`src/rtl/deint_pkg.sv`:
```
// ---------------------------------------------------------------------------
// deint_pkg
// Shared definitions for the 802.11a receive deinterleaver controller:
//   - RATE field codes (rate_e)
//   - per-rate coded-bits-per-symbol / bits-per-subcarrier lookup
//   - controller state encoding (legacy-compatible localparam constants)
//   - MAX_NCBPS, the largest symbol the RAM banks must hold
// ---------------------------------------------------------------------------
package deint_pkg;

    localparam int MAX_NCBPS = 288;
    localparam int NCBPS_W   = 9;   // holds MAX_NCBPS
    localparam int BPSC_W    = 3;   // holds N_BPSC up to 6

    typedef enum logic [3:0] {
        RATE_6  = 4'b1101,
        RATE_9  = 4'b1111,
        RATE_12 = 4'b0101,
        RATE_18 = 4'b0111,
        RATE_24 = 4'b1001,
        RATE_36 = 4'b1011,
        RATE_48 = 4'b0001,
        RATE_54 = 4'b0011
    } rate_e;

    typedef struct packed {
        logic               valid;
        logic [NCBPS_W-1:0] ncbps;
        logic [BPSC_W-1:0]  bpsc;
    } rate_cfg_t;

    typedef logic [1:0] state_t;
    localparam state_t ST_IDLE  = 2'd0;
    localparam state_t ST_WRITE = 2'd1;
    localparam state_t ST_DRAIN = 2'd2;

    // Map a RATE code to N_CBPS / N_BPSC; unknown codes return valid=0.
    function automatic rate_cfg_t rate_lookup(input logic [3:0] rate);
        rate_cfg_t cfg;
        cfg = '{valid: 1'b0, ncbps: '0, bpsc: '0};
        case (rate)
            RATE_6,  RATE_9:  cfg = '{valid: 1'b1, ncbps: 9'd48,  bpsc: 3'd1};
            RATE_12, RATE_18: cfg = '{valid: 1'b1, ncbps: 9'd96,  bpsc: 3'd2};
            RATE_24, RATE_36: cfg = '{valid: 1'b1, ncbps: 9'd192, bpsc: 3'd4};
            RATE_48, RATE_54: cfg = '{valid: 1'b1, ncbps: 9'd288, bpsc: 3'd6};
            default:          cfg = '{valid: 1'b0, ncbps: '0,     bpsc: '0};
        endcase
        return cfg;
    endfunction

endpackage

```
`src/rtl/deint_addr_gen.sv`:
```
// ---------------------------------------------------------------------------
// deint_addr_gen
// Produces the deinterleaved RAM position k for received bit index j, using
// only counters (no dividers or multipliers).
//
// With c = N_CBPS/16 and s = max(N_BPSC/2,1), c is always a multiple of s, so
// the s-group containing j lies in one row of c and the second permutation
// only rotates j inside that group.  The first inverse permutation then
// reduces to k = 16*(i mod c) + floor(i/c) = {i mod c, floor(j/c)}.
//
// Ports:
//   Clock, Reset  clock, asynchronous active-high reset
//   clear         restart at j=0 (new packet)
//   advance       current bit written, step to j+1 (wraps after last)
//   identity      output k=j instead of the permutation
//   ncbps, bpsc   symbol configuration
//   addr          k for the current j (combinational)
//   last          current j is N_CBPS-1
// ---------------------------------------------------------------------------
module deint_addr_gen
    import deint_pkg::*;
#(
    parameter int ADDR_W = 9
) (
    input  logic              Clock,
    input  logic              Reset,
    input  logic              clear,
    input  logic              advance,
    input  logic              identity,
    input  logic [ADDR_W-1:0] ncbps,
    input  logic [BPSC_W-1:0] bpsc,
    output logic [ADDR_W-1:0] addr,
    output logic              last
);

    logic [ADDR_W-1:0] cols;     // c = N_CBPS/16
    logic [1:0]        s;
    logic [ADDR_W-1:0] j;
    logic [1:0]        jm_s;     // j mod s
    logic [1:0]        qm_s;     // floor(j/c) mod s
    logic [4:0]        jc_r;     // j mod c
    logic [3:0]        jc_q;     // floor(j/c)
    logic [2:0]        rot_sum;
    logic [2:0]        rot;
    logic [4:0]        i_r;      // i mod c
    logic              row_end;

    assign cols = ncbps >> 4;

    always_comb begin
        s = 2'd1;
        case (bpsc)
            3'd4:    s = 2'd2;
            3'd6:    s = 2'd3;
            default: s = 2'd1;
        endcase
    end

    // (j + floor(16j/N)) mod s, built from the two residues already held.
    assign rot_sum = {1'b0, jm_s} + {1'b0, qm_s};
    assign rot     = (rot_sum >= {1'b0, s}) ? (rot_sum - {1'b0, s}) : rot_sum;
    assign i_r     = jc_r - {3'b000, jm_s} + {3'b000, rot[1:0]};

    assign last    = (j == ncbps - ADDR_W'(1));
    assign row_end = (ADDR_W'(jc_r) == cols - ADDR_W'(1));

    // jc_q < 16, so concatenation is 16*(i mod c) + floor(i/c).
    assign addr = identity ? j : ADDR_W'({i_r, jc_q});

    always_ff @(posedge Clock or posedge Reset) begin
        if (Reset) begin
            j    <= '0;
            jm_s <= '0;
            qm_s <= '0;
            jc_r <= '0;
            jc_q <= '0;
        end else if (clear || (advance && last)) begin
            j    <= '0;
            jm_s <= '0;
            qm_s <= '0;
            jc_r <= '0;
            jc_q <= '0;
        end else if (advance) begin
            j    <= j + ADDR_W'(1);
            jm_s <= (jm_s == s - 2'd1) ? 2'd0 : jm_s + 2'd1;
            if (row_end) begin
                jc_r <= '0;
                jc_q <= jc_q + 4'd1;
                qm_s <= (qm_s == s - 2'd1) ? 2'd0 : qm_s + 2'd1;
            end else begin
                jc_r <= jc_r + 5'd1;
            end
        end
    end

endmodule

```
`src/rtl/deinterleaver_ctrl.sv`:
```
// ---------------------------------------------------------------------------
// deinterleaver_ctrl
// Sequencer for the 802.11a receive deinterleaver.  Owns an external
// two-bank (ping-pong) 1-bit symbol RAM: demapped bits are written at their
// deinterleaved position, full banks are read out linearly to the Viterbi.
//
// Optional build macro DEINT_BYPASS_EN adds input Bypass (latched at Start);
// when set, write addresses are the identity j for RAM path debug.
//
// Ports:
//   Clock, Reset       clock, asynchronous active-high reset
//   Start, Rate,       packet start pulse and SIGNAL field config
//   NumSym
//   Bypass             (DEINT_BYPASS_EN only) identity write addressing
//   InValid/InReady    demapper bit handshake
//   WrEn/WrBank/WrAddr RAM write port
//   RdEn/RdBank/RdAddr RAM synchronous read port
//   OutValid/OutReady  RAM read data handshake toward the Viterbi
//   SymbolDone         pulse as a symbol's last bit is accepted
//   Busy, Error        status (Error sticky until next Start)
// ---------------------------------------------------------------------------
module deinterleaver_ctrl
    import deint_pkg::*;
#(
    parameter int ADDR_W = 9,
    parameter int NSYM_W = 12
) (
    input  logic              Clock,
    input  logic              Reset,
    input  logic              Start,
    input  logic [3:0]        Rate,
    input  logic [NSYM_W-1:0] NumSym,
`ifdef DEINT_BYPASS_EN
    input  logic              Bypass,
`endif
    input  logic              InValid,
    output logic              InReady,
    output logic              WrEn,
    output logic              WrBank,
    output logic [ADDR_W-1:0] WrAddr,
    output logic              RdEn,
    output logic              RdBank,
    output logic [ADDR_W-1:0] RdAddr,
    output logic              OutValid,
    input  logic              OutReady,
    output logic              SymbolDone,
    output logic              Busy,
    output logic              Error
);

    state_t            state;
    rate_cfg_t         cfg;
    logic              cfg_ok;
    logic              accept;

    logic [ADDR_W-1:0] ncbps;
    logic [BPSC_W-1:0] bpsc;
    logic [NSYM_W-1:0] nsym;
    logic [NSYM_W-1:0] wr_syms;
    logic [NSYM_W-1:0] rd_syms;
    logic              bypass_q;
    logic              error_q;

    logic [1:0]        full;
    logic [1:0]        full_set;
    logic [1:0]        full_clr;
    logic              wr_bank;
    logic              rd_bank;
    logic [ADDR_W-1:0] rd_addr;
    logic              out_valid;
    logic              rd_tail;    // last address of the bank already issued

    logic              in_ready;
    logic              wr_en;
    logic              wr_last;
    logic              wr_sym_end;
    logic              rd_en;
    logic              rd_last_addr;
    logic              sym_done;

    assign cfg    = rate_lookup(Rate);
    assign cfg_ok = cfg.valid && (NumSym != '0);
    assign accept = Start && (state == ST_IDLE) && cfg_ok;

    assign in_ready   = (state == ST_WRITE) && !full[wr_bank];
    assign wr_en      = InValid && in_ready;
    assign wr_sym_end = wr_en && wr_last;

    // No new read for this bank once its final address is out; the next
    // bank starts after the last bit has been accepted and RdBank flips.
    assign rd_last_addr = (rd_addr == ncbps - ADDR_W'(1));
    assign rd_en        = full[rd_bank] && !rd_tail && (!out_valid || OutReady);
    assign sym_done     = out_valid && OutReady && rd_tail;

    // Write and read always target different banks: one is empty, one full.
    assign full_set = wr_sym_end ? (2'b01 << wr_bank) : 2'b00;
    assign full_clr = sym_done   ? (2'b01 << rd_bank) : 2'b00;

    deint_addr_gen #(
        .ADDR_W (ADDR_W)
    ) u_addr_gen (
        .Clock    (Clock),
        .Reset    (Reset),
        .clear    (accept),
        .advance  (wr_en),
        .identity (bypass_q),
        .ncbps    (ncbps),
        .bpsc     (bpsc),
        .addr     (WrAddr),
        .last     (wr_last)
    );

    // Control FSM and per-packet configuration
    always_ff @(posedge Clock or posedge Reset) begin
        if (Reset) begin
            state   <= ST_IDLE;
            ncbps   <= '0;
            bpsc    <= '0;
            nsym    <= '0;
            error_q <= 1'b0;
        end else begin
            case (state)
                ST_IDLE: begin
                    if (Start) begin
                        if (cfg_ok) begin
                            state   <= ST_WRITE;
                            ncbps   <= ADDR_W'(cfg.ncbps);
                            bpsc    <= cfg.bpsc;
                            nsym    <= NumSym;
                            error_q <= 1'b0;
                        end else begin
                            error_q <= 1'b1;
                        end
                    end
                end
                ST_WRITE: begin
                    if (wr_sym_end && (wr_syms == nsym - NSYM_W'(1)))
                        state <= ST_DRAIN;
                end
                ST_DRAIN: begin
                    if (sym_done && (rd_syms == nsym - NSYM_W'(1)))
                        state <= ST_IDLE;
                end
                default: state <= ST_IDLE;
            endcase
        end
    end

`ifdef DEINT_BYPASS_EN
    always_ff @(posedge Clock or posedge Reset) begin
        if (Reset)
            bypass_q <= 1'b0;
        else if (accept)
            bypass_q <= Bypass;
    end
`else
    assign bypass_q = 1'b0;
`endif

    // Bank occupancy, bank pointers and symbol counters
    always_ff @(posedge Clock or posedge Reset) begin
        if (Reset) begin
            full    <= '0;
            wr_bank <= 1'b0;
            rd_bank <= 1'b0;
            wr_syms <= '0;
            rd_syms <= '0;
        end else if (accept) begin
            full    <= '0;
            wr_bank <= 1'b0;
            rd_bank <= 1'b0;
            wr_syms <= '0;
            rd_syms <= '0;
        end else begin
            full <= (full | full_set) & ~full_clr;
            if (wr_sym_end) begin
                wr_bank <= ~wr_bank;
                wr_syms <= wr_syms + NSYM_W'(1);
            end
            if (sym_done) begin
                rd_bank <= ~rd_bank;
                rd_syms <= rd_syms + NSYM_W'(1);
            end
        end
    end

    // Read address and output valid (one-cycle RAM latency)
    always_ff @(posedge Clock or posedge Reset) begin
        if (Reset) begin
            rd_addr   <= '0;
            rd_tail   <= 1'b0;
            out_valid <= 1'b0;
        end else begin
            if (rd_en)
                rd_addr <= rd_last_addr ? '0 : rd_addr + ADDR_W'(1);

            if (rd_en && rd_last_addr)
                rd_tail <= 1'b1;
            else if (sym_done)
                rd_tail <= 1'b0;

            if (rd_en)
                out_valid <= 1'b1;
            else if (OutReady)
                out_valid <= 1'b0;
        end
    end

    assign InReady    = in_ready;
    assign WrEn       = wr_en;
    assign WrBank     = wr_bank;
    assign RdEn       = rd_en;
    assign RdBank     = rd_bank;
    assign RdAddr     = rd_addr;
    assign OutValid   = out_valid;
    assign SymbolDone = sym_done;
    assign Busy       = (state != ST_IDLE);
    assign Error      = error_q;

endmodule
```
`config.mk`:
```
export PLATFORM = sky130hd
export DESIGN_NAME = deinterleaver_ctrl
export DESIGN_NICKNAME = d
export VERILOG_FILES = /design/src/rtl/deint_pkg.sv /design/src/rtl/deint_addr_gen.sv /design/src/rtl/deinterleaver_ctrl.sv
export SDC_FILE = /design/constraint.sdc
export NUM_CORES = 1
export LEC_CHECK = 0
export CAP_MARGIN = 10
export CORE_ASPECT_RATIO = 0.7
export CORE_MARGIN = 8
export CORE_UTILIZATION = 30
export DETAILED_ROUTE_END_ITERATION = 12
export MAX_ROUTING_LAYER = met4
export PLACE_DENSITY = 0.59
export SLEW_MARGIN = 5
export SYNTH_ARGS = -nofsm -noshare
export SYNTH_HDL_FRONTEND = slang
export SYNTH_HIERARCHICAL = 1
export SYNTH_SLANG_ARGS = --single-unit
```
`constraint.sdc`:
```
create_clock -name Clock -period 3.32 [get_ports Clock]
set_input_delay 0.332 -clock Clock [delete_from_list [all_inputs] [get_ports Clock]]
set_output_delay 0.332 -clock Clock [all_outputs]
set_load 0.01 [all_outputs]
```
==> reports/qor.yml, run 1 <==
cts-root-to-sink-buffers: 2
floorplan.initialDensity_pct: 30.30
route.detailed.vias_per_inst: 4.952
synthesis.yosys.warnings: 6
p_sw_share_pct: 22.18
relSlewSlack_pct: 35.55
cp_max_fo: 3
path_clk_slew_ps: 70
timing.final.crit_period_ps: 3952
design.die.area_sq_um: 23620
rd_place_congestion: 0.8725
clkSinkCount: 83
dpl-instance-area_sq_um: 6714
rsz0062_at_grt: "true"
cell_area_after_synthesis_sq_um: 5668
power.sequential.fraction_pct: 46.3
tritoncts: "yes"
fin_nets: 764
final_setup_violation_count: 5
crit_path_end_kind: "output port"
stdcell_area_sq_um: 7152
first_global_vias: 4422
clock_tree.htree_level_count: 3
grt_first_pass_wirelength_um: 24180
critPathRequiredTime_ps: 2990
power_density_nw_per_um2: 309.0
r2r-end: "state[0]$_DFFE_PP0P_"
cts_root_buffer: "sky130_fd_sc_hd__clkbuf_16"
timing.critical_path.from_type: "register"
clock.fmax_ghz: 0.2530
fillerInstances: 1887
grt_start_max_net_pins: 54
finalWirelength_um: 14780
netSwitchingPower_mw: 0.4902
max_cap_violations: 0
drt_first_iter_violations: 349
leading_cell_type_in_the_layout_fill_and_taps_excluded: "sky130_fd_sc_hd__dfrtp_1"
place.port_buffers: 46
worst-endpoint-arrival_ps: 3620
detailedRoute.firstPassIterationCount: 5
wl_per_cell_um: 15.28
hp-class: "in2async"
p_comb_share_pct: 4.3
floorplan.io_pins: 48
dr_total_vias: 4789
post_route_cells_drive_above_1_share_pct: 15.17
global_route.usage.total_pct: 13.18
synth.ff_latch_count: 83
clk_latency_ps: 350
detailed_place_hpwl_um: 11080
share_clk_of_total_power_pct: 49.4
syn_inst: 626
drc_errors: 0
synth_ff_type: "sky130_fd_sc_hd__dfrtp_1"
antenna_violating_nets_post_route: 0
p_total_mw: 2.210
final_critical_path_setup_slack_ps: -631.9
ir_drop_mv: 0.1814
run_status: "finished, violations left"
syn2layout_area_growth_pct: 26.18
cellLeakagePower_nw: 3.125
fin_skew_ps: 9.679
synth_enable_flop_cells: 0
yosys.cell_types.count: 70
die_width_um: 180.3
finalHoldViolCount: 0
commonest_cells_after_routing_fill_and_taps_aside: "83 x sky130_fd_sc_hd__dfrtp_1, 72 x sky130_fd_sc_hd__nor2_1, 45 x sky130_fd_sc_hd__xor2_1, 42 x sky130_fd_sc_hd__buf_4, 41 x sky130_fd_sc_hd__clkdlybuf4s50_1"
worst_pin_slew_ps: 965.7
antenna_cells: 0
cts-buffers-inserted: 9
async_reset_ff_share_pct: 100.0
fp-row-count: 42
avgSynthCellArea_sq_um: 9.054
setup.reg_to_reg.worst_slack_ps: 320
synth-seq-area-share_pct: 36.64
rr_worst_depth: 14
violations: "setup timing"
core-area_sq_um: 18710
post-place-ws_ps: -773.4
gr-total-overflow: 0
number_of_antenna_violations_at_the_first_check_in_global_routing: 0
rr_startpoint: "bpsc[0]$_DFFE_PP0P_"
type_of_the_setup_path_with_the_least_slack: "reg2out"
timing_max_transition_violations_final: 0
internal_power_mw: 1.720
final_min_period_over_clock_period_pct: 119.0
die_height_um: 131
critical path: stages, from the launching register on:
cell                      delay [ps]
sky130_fd_sc_hd__dfrtp_1         390
sky130_fd_sc_hd__ha_2            190
sky130_fd_sc_hd__fa_2            570
sky130_fd_sc_hd__ha_4            230
sky130_fd_sc_hd__nor2b_4         140
sky130_fd_sc_hd__nor2_2          110
sky130_fd_sc_hd__o21ai_2          70
sky130_fd_sc_hd__fa_1            560
sky130_fd_sc_hd__inv_1            60
sky130_fd_sc_hd__ha_1            270
sky130_fd_sc_hd__a21o_1          170
sky130_fd_sc_hd__a21oi_2         130
sky130_fd_sc_hd__xor2_1          180
sky130_fd_sc_hd__o21ai_2          70
sky130_fd_sc_hd__buf_2           130
worst max-delay path by stage:
stage	start	end	slack [ps]
floorplan	u_addr_gen/qm_s[0]$_DFFE_PP0P_	WrAddr[8]	-170
global placement	u_addr_gen/jm_s[0]$_DFFE_PP0P_	WrAddr[8]	-700
detailed placement	u_addr_gen/jm_s[0]$_DFFE_PP0P_	WrAddr[8]	-770
CTS	u_addr_gen/qm_s[0]$_DFFE_PP0P_	WrAddr[7]	-680
global route	u_addr_gen/qm_s[0]$_DFFE_PP0P_	WrAddr[8]	-770
finish	u_addr_gen/qm_s[0]$_DFFE_PP0P_	WrAddr[7]	-630
power groups by stage:
stage / Sequential, mW / Combinational, mW / Clock [mW]
6_report: 1.02 / 0.0944 / 1.09
5_1_grt: 1.02 / 0.107 / 1.16
4_1_cts: 1.02 / 0.0944 / 1.12
3_5_place_dp: 1.04 / 0.0946 / 0
3_3_place_gp: 1.04 / 0.0943 / 0
2_1_floorplan: 1.04 / 0.0443 / 0
repair_timing:
item                                    4_1_cts  5_1_grt
buffers inserted                              2        4
pin swaps                                     4       16
hold buffers                                  0        0
resized for setup                            29       12
endpoints found under the setup margin        5        9
cells by family after synthesis:
| group | after synthesis | synth area share (%) |
|---|---|---|
| other cells | 1 | 0.06616 |
| buf+inv | 67 | 4.790 |
| xor+xnor | 86 | 13.53 |
| mux | 22 | 4.238 |
| compound gates | 106 | 12.96 |
| fa+ha+maj | 23 | 5.475 |
| simple gates | 238 | 22.30 |
| flops | 83 | 36.64 |
sequential cells by signal, summed over array words and instances, names as in the netlist:
signal	cells
wr_syms	12
OutValid	1
RdAddr	9
ncbps	4
full	2
rd_tail	1
u_addr_gen/j	9
nsym	12
u_addr_gen/jm_s	2
u_addr_gen/jc_r	5
Error	1
rd_syms	12
bpsc	3
state	2
u_addr_gen/qm_s	2
u_addr_gen/jc_q	4
WrBank	1
RdBank	1
routing by layer:
metal | track usage, % | up-vias | share of wire, %
li1 | - | 2390 | -
met1 | 19.66 | 2268 | 56
met2 | 17.02 | 117 | 38
met3 | 2.983 | 14 | 5.3
met4 | 3.876 | 0 | 1.2
met5 | - | - | 0
Yosys cell counts, drive strengths merged (6+ instances only):
cell type,instances,area share (%)
dfrtp,83,37
nor2,74,4.9
xor2,45,7.0
inv,40,2.6
xnor2,40,6.2
nand2,34,2.3
nand3,25,2.2
a21oi,21,1.9
o21ai,21,1.9
ha,20,4.4
clkbuf,18,1.2
nor3,18,1.6
mux2,16,3.2
nand4,15,1.7
nor4,12,1.7
buf,9,0.95
nand2b,9,0.99
nand3b,8,1.1
a21o,7,0.93
o2111ai,7,1.1
and3,6,0.66
mux2i,6,1.1
nor2b,6,0.66
stage by stage:
| stage | hold WS (ps) | setup TNS, ps | utilization, % | cells |
|---|---|---|---|---|
| floorplan | 321.2 | -198.2 | - | 647 |
| global placement | 482.9 | -2285 | 35.89 | 945 |
| detailed placement | 488.6 | -2598 | 35.89 | 945 |
| CTS | 332.9 | -2260 | 37.74 | 963 |
| global route | 354.0 | -2880 | 38.23 | 967 |
| finish | 317.4 | -2276 | 38.23 | 967 |
final cells by class:
type / count / area (sq um) / area share (%)
repair buffers: 89 / 768.2 / 10.74
inverters: 40 / 150.1 / 2.099
flip-flops and latches: 83 / 2077 / 29.04
clock buffers: 10 / 229.0 / 3.202
multi-input cells: 497 / 3535 / 49.42
clock inverters: 6 / 90.09 / 1.260
well taps: 242 / 302.8 / 4.234
No activity file was read; power rests on OpenSTA's default activity.
==> run 2, diff against run 1 <==
--- a/config.mk
+++ b/config.mk
@@ -5,13 +5,14 @@
 export SDC_FILE = /design/constraint.sdc
 export NUM_CORES = 1
 export LEC_CHECK = 0
+export ABC_AREA = 0
 export CAP_MARGIN = 10
 export CORE_ASPECT_RATIO = 0.7
 export CORE_MARGIN = 8
-export CORE_UTILIZATION = 30
+export CORE_UTILIZATION = 35
 export DETAILED_ROUTE_END_ITERATION = 12
 export MAX_ROUTING_LAYER = met4
-export PLACE_DENSITY = 0.59
+export PLACE_DENSITY = 0.65
 export SLEW_MARGIN = 5
 export SYNTH_ARGS = -nofsm -noshare
 export SYNTH_HDL_FRONTEND = slang
==> reports/qor.yml, run 2 (synthesis results as in run 1) <==
dr_total_vias: 4718
timing.critical_path.from_type: "register"
antenna_violating_nets_post_route: 0
critPathRequiredTime_ps: 2990
postCtsHoldBufs: 0
leading_cell_type_in_the_layout_fill_and_taps_excluded: "sky130_fd_sc_hd__dfrtp_1"
core-area_sq_um: 16100
number_of_antenna_violations_at_the_first_check_in_global_routing: 0
design.die.area_sq_um: 20590
cts_root_buffer: "sky130_fd_sc_hd__clkbuf_16"
globalRoute.busiestLayer: "met1"
finalSetupTns_ps: -2106
cp_slowest_stage_delay_ps: 570
cp_buf_inv_count: 4
detailedRoute.firstPassIterationCount: 5
worst_pin_slew_ps: 887.0
wl_per_cell_um: 15.29
globalRouteMet1Util_pct: 22.29
rsz0062_at_grt: "true"
clock_tree.htree_level_count: 3
drc_errors: 0
crit_path_end_kind: "output port"
violations: "setup timing"
internal_power_mw: 1.644
fillerInstances: 1580
fin_skew_ps: 7.519
finalHoldViolCount: 0
run_status: "finished, violations left"
detailed_place_hpwl_um: 10500
hp-class: "in2async"
grt_first_pass_wirelength_um: 23530
cp_top_family: "adder cells"
tritoncts: "yes"
timing.final.crit_period_ps: 3926
layoutNonFillerInstCount: 929
power_density_nw_per_um2: 297.0
route.detailed.vias_per_inst: 5.079
max_cap_violations: 0
type_of_the_setup_path_with_the_least_slack: "reg2out"
stdcell_area_sq_um: 7077
cts-root-to-sink-buffers: 2
biggest_registers_after_layout: "nsym: 12 flops, rd_syms: 12 flops, wr_syms: 12 flops"
ir_drop_mv: 0.1789
worst_hold_slack_ps: 397.1
cp_max_fo: 3
final_min_period_over_clock_period_pct: 118.2
final_setup_violation_count: 5
die_height_um: 122.5
dpl-instance-area_sq_um: 6670
antenna_cells: 0
die_width_um: 168.1
first_global_vias: 4416
path_clk_slew_ps: 60
share_clk_of_total_power_pct: 46.8
floorplan.io_pins: 48
clk_latency_ps: 340
syn2layout_area_growth_pct: 24.86
p_comb_share_pct: 4.4
critical_path.most_common_cell: "sky130_fd_sc_hd__inv_2"
place.port_buffers: 46
timing_max_transition_violations_final: 0
worst_path_max_delay_cell: "sky130_fd_sc_hd__fa_2"
netSwitchingPower_mw: 0.4573
power.sequential.fraction_pct: 48.8
post_route_cells_drive_above_1_share_pct: 15.19
clkSinkCount: 83
fin_nets: 763
cts-buffers-inserted: 9
rd_place_congestion: 0.8865
floorplan.initialDensity_pct: 35.20
drt_first_iter_violations: 349
relSlewSlack_pct: 40.80
finalWirelength_um: 14210
dpl.cell_count: 905
global_route.usage.total_pct: 14.53
worst-endpoint-arrival_ps: 3590
gr-total-overflow: 0
grt_start_max_net_pins: 76
fp-row-count: 39
commonest_cells_after_routing_fill_and_taps_aside: "83 x sky130_fd_sc_hd__dfrtp_1, 72 x sky130_fd_sc_hd__nor2_1, 45 x sky130_fd_sc_hd__xor2_1, 41 x sky130_fd_sc_hd__clkdlybuf4s50_1, 40 x sky130_fd_sc_hd__xnor2_1"
worstPathCellList: "ha_2 > fa_2 > ha_4 > nor2b_4 > o41ai_2 > ha_1 > inv_2 > ha_4 > inv_2 > fa_2 > inv_2 > a21o_1 > a21oi_2 > xnor2_1 > o21ai_1 > buf_2"
p_total_mw: 2.102
gr-usage-met2_pct: 18.62
p_sw_share_pct: 21.76
cellLeakagePower_nw: 3.113
clock.fmax_ghz: 0.2547
fraction_of_met3_tracks_used_by_global_routing_pct: 3.374
final_critical_path_setup_slack_ps: -605.8
==> run 2: changes by cell type in the layout (fill, tap and decap cells not counted), sizes merged <==
cell and change:
bufinv -1, buf -1, clkbuf +2, clkinv -1
==> run 2: repair_timing <==
action	CTS	global route
setup buffers	1	7
resized for setup	26	15
pin swaps	12	8
setup endpoints to repair	5	12
hold endpoints to repair	0	0
==> run 2: final timing paths <==
check                                                     from                        endpoint  slack (ps)  depth (start not counted)
worst min register to register               Error$_DFFE_PP0P_               Error$_DFFE_PP0P_         500                          2
worst max register to register             bpsc[0]$_DFFE_PP0P_            state[0]$_DFFE_PP0P_         180                         14
max in group asynchronous                                Reset  u_addr_gen/jc_r[3]$_DFFE_PP0P_        2230                          2
worst min-delay path                                     Reset               Error$_DFFE_PP0P_         400                          3
worst max-delay path            u_addr_gen/qm_s[0]$_DFFE_PP0P_                       WrAddr[8]        -610                         16
min in group Clock                           Error$_DFFE_PP0P_               Error$_DFFE_PP0P_         500                          2
==> run 2: routing by layer <==
layer	part of all wire (%)	vias to the layer above
li1	-	2382
met4	0.68	0
met2	39	136
met3	6.0	9
met1	55	2191
met5	0	-
==> run 2: power groups by stage <==
stage | registers [mW] | clock network, mW | logic [mW]
2_1_floorplan | 1.04 | 0 | 0.0443
3_3_place_gp | 1.04 | 0 | 0.0945
3_5_place_dp | 1.04 | 0 | 0.0951
4_1_cts | 1.02 | 1.00 | 0.0940
5_1_grt | 1.02 | 1.05 | 0.106
6_report | 1.02 | 0.984 | 0.0934
==> run 2: worst reg2reg max path, cell delays in order, from the launching register on <==
cell and delay (ps):
sky130_fd_sc_hd__dfrtp_1 380, sky130_fd_sc_hd__buf_6 140, sky130_fd_sc_hd__inv_1 60, sky130_fd_sc_hd__ha_2 210, sky130_fd_sc_hd__nor4bb_1 140, sky130_fd_sc_hd__a211o_1 260, sky130_fd_sc_hd__a211oi_1 260, sky130_fd_sc_hd__a211oi_2 100
sky130_fd_sc_hd__nor3_2 130, sky130_fd_sc_hd__nand4b_1 170, sky130_fd_sc_hd__nor2_2 160, sky130_fd_sc_hd__o2111ai_1 120, sky130_fd_sc_hd__a2111oi_2 430, sky130_fd_sc_hd__o2111ai_1 220, sky130_fd_sc_hd__a31o_1 250
==> run 2: per-stage QoR <==
stage	worst slack (ps)	utilization (%)
2_1_floorplan	-166.3	-
5_1_grt	-747.5	43.95
3_3_place_gp	-693.7	41.42
4_1_cts	-642.4	43.31
3_5_place_dp	-708.5	41.42
6_report	-605.8	43.95
==> run 2: layout make-up <==
class / count / area [sq um] / area share (%)
Tap cell: 205 / 256.5 / 3.624
Multi-Input combinational cell: 497 / 3520 / 49.73
Timing Repair Buffer: 88 / 785.8 / 11.10
Sequential cell: 83 / 2077 / 29.35
Clock inverter: 4 / 51.30 / 0.7249
Clock buffer: 12 / 236.5 / 3.342
Inverter: 40 / 150.1 / 2.122
==> run 3, diff against run 2 <==
--- a/config.mk
+++ b/config.mk
@@ -7,12 +7,14 @@
 export LEC_CHECK = 0
 export ABC_AREA = 0
 export CAP_MARGIN = 10
+export CELL_PAD_IN_SITES_DETAIL_PLACEMENT = 0
+export CELL_PAD_IN_SITES_GLOBAL_PLACEMENT = 1
 export CORE_ASPECT_RATIO = 0.7
 export CORE_MARGIN = 8
 export CORE_UTILIZATION = 35
 export DETAILED_ROUTE_END_ITERATION = 12
 export MAX_ROUTING_LAYER = met4
-export PLACE_DENSITY = 0.65
+export PLACE_DENSITY = 0.78
 export SLEW_MARGIN = 5
 export SYNTH_ARGS = -nofsm -noshare
 export SYNTH_HDL_FRONTEND = slang
==> reports/qor.yml, run 3 (synthesis results as in run 1) <==
run_status: "finished, violations left"
violations: "setup timing"
timing.final.crit_period_ps: 3962
post-place-ws_ps: -778.4
relSlewSlack_pct: 37.98
syn2layout_area_growth_pct: 23.95
detailed_place_hpwl_um: 11370
antenna_violating_nets_post_route: 0
number_of_antenna_violations_at_the_first_check_in_global_routing: 0
postCtsHoldBufs: 0
fin_nets: 758
p_total_mw: 2.065
grt_start_max_net_pins: 76
dr_total_vias: 4895
route.detailed.vias_per_inst: 5.298
fin_skew_ps: 12.95
worst_setup_path_startpoint: "u_addr_gen/qm_s[0]$_DFFE_PP0P_"
first_global_vias: 4802
crit_path_end_kind: "output port"
drc_errors: 0
max_cap_violations: 0
ir_drop_mv: 0.2165
detailedRoute.firstPassIterationCount: 5
biggest_registers_after_layout: "nsym: 12 flops, rd_syms: 12 flops, wr_syms: 12 flops"
worst_hold_slack_ps: 349.8
die_height_um: 122.5
multi_input_area_sq_um: 3537
floorplan.io_pins: 48
global_route.usage.total_pct: 15.66
dpl-instance-area_sq_um: 6630
clock_tree.htree_level_count: 3
grt_first_pass_wirelength_um: 25180
type_of_the_setup_path_with_the_least_slack: "reg2out"
post_route_cells_drive_above_1_share_pct: 14.60
cellLeakagePower_nw: 3.078
cp_max_fo: 3
clk_latency_ps: 350
fp-row-count: 39
final_min_period_over_clock_period_pct: 119.3
cts-buffers-inserted: 9
design.die.area_sq_um: 20590
stdcell_area_sq_um: 7025
rr_startpoint: "bpsc[0]$_DFFE_PP0P_"
worst-endpoint-arrival_ps: 3630
final_critical_path_setup_slack_ps: -642.0
rsz0062_at_grt: "true"
timing.critical_path.from_type: "register"
layoutNonFillerInstCount: 924
core-area_sq_um: 16100
layout.area.seq_sq_um: 2077
finalSetupTns_ps: -2113
hp-class: "in2async"
cts_root_buffer: "sky130_fd_sc_hd__clkbuf_16"
finalHoldViolCount: 0
clkSinkCount: 83
die_width_um: 168.1
critPathRequiredTime_ps: 2990
rd_place_congestion: 0.8761
final_setup_violation_count: 5
wl_per_cell_um: 16.36
gr-total-overflow: 0
antenna_cells: 0
dpl.cell_count: 903
power_density_nw_per_um2: 293.9
tritoncts: "yes"
finalWirelength_um: 15120
post-route-util_pct: 43.63
cts-root-to-sink-buffers: 2
drt_first_iter_violations: 327
leading_cell_type_in_the_layout_fill_and_taps_excluded: "sky130_fd_sc_hd__dfrtp_1"
commonest_cells_after_routing_fill_and_taps_aside: "83 x sky130_fd_sc_hd__dfrtp_1, 73 x sky130_fd_sc_hd__nor2_1, 45 x sky130_fd_sc_hd__xor2_1, 41 x sky130_fd_sc_hd__clkdlybuf4s50_1, 40 x sky130_fd_sc_hd__xnor2_1"
path_clk_slew_ps: 70
worst_pin_slew_ps: 929.3
clock.fmax_ghz: 0.2524
fillerInstances: 1561
place.port_buffers: 46
floorplan.initialDensity_pct: 35.20
timing_max_transition_violations_final: 0
==> run 3: layer usage <==
| metal | track usage, % | routed length [um] | vias up |
|---|---|---|---|
| met1 | 22.60 | 8051 | 2410 |
| met4 | 4.002 | 136 | 0 |
| met3 | 3.599 | 832 | 9 |
| met2 | 21.51 | 6099 | 119 |
| met5 | - | 0 | - |
| li1 | - | - | 2357 |
==> run 3: cell type report <==
| cell class | count | area share, % |
|---|---|---|
| Timing Repair Buffer | 83 | 10.35 |
| Multi-Input combinational cell | 497 | 50.35 |
| Tap cell | 205 | 3.651 |
| Clock inverter | 6 | 0.6946 |
| Inverter | 40 | 2.137 |
| Sequential cell | 83 | 29.56 |
| Clock buffer | 10 | 3.259 |
==> run 3: timing repair <==
item / 4_1_cts / 5_1_grt
gates cloned: 0 / 0
buffers inserted: 1 / 4
setup endpoints to repair: 5 / 11
gates resized for setup: 31 / 11
pin swaps: 9 / 13
==> run 3: path summary, 6_finish.rpt <==
check                                                       to  slack [ps]  cells past startpoint
worst max register to register            state[0]$_DFFE_PP0P_         260                     14
worst max-delay path                                 WrAddr[7]        -640                     14
max in group asynchronous                RdAddr[1]$_DFFE_PP0P_        2040                      3
min in group Clock              u_addr_gen/jc_q[3]$_DFFE_PP0P_         500                      1
worst min register to register  u_addr_gen/jc_q[3]$_DFFE_PP0P_         500                      1
worst min-delay path                         Error$_DFFE_PP0P_         350                      2
==> run 3: worst max-delay path, stage by stage, from the launching register on <==
cell	delay, ps
sky130_fd_sc_hd__dfrtp_1	390
sky130_fd_sc_hd__ha_2	190
sky130_fd_sc_hd__fa_2	560
sky130_fd_sc_hd__ha_4	220
sky130_fd_sc_hd__nor2b_4	130
sky130_fd_sc_hd__nor2_1	80
sky130_fd_sc_hd__o21ai_1	100
sky130_fd_sc_hd__fa_1	590
sky130_fd_sc_hd__inv_1	50
sky130_fd_sc_hd__ha_1	270
sky130_fd_sc_hd__a21o_1	170
sky130_fd_sc_hd__a21oi_2	140
sky130_fd_sc_hd__xor2_1	190
sky130_fd_sc_hd__o21ai_2	70
sky130_fd_sc_hd__buf_2	140
==> run 3: power by group <==
part | internal (mW) | switching [mW] | total [mW]
clock | 0.513 | 0.433 | 0.947
sequential | 1.02 | 0.00844 | 1.02
combinational | 0.0422 | 0.0512 | 0.0934
total | 1.57 | 0.493 | 2.06
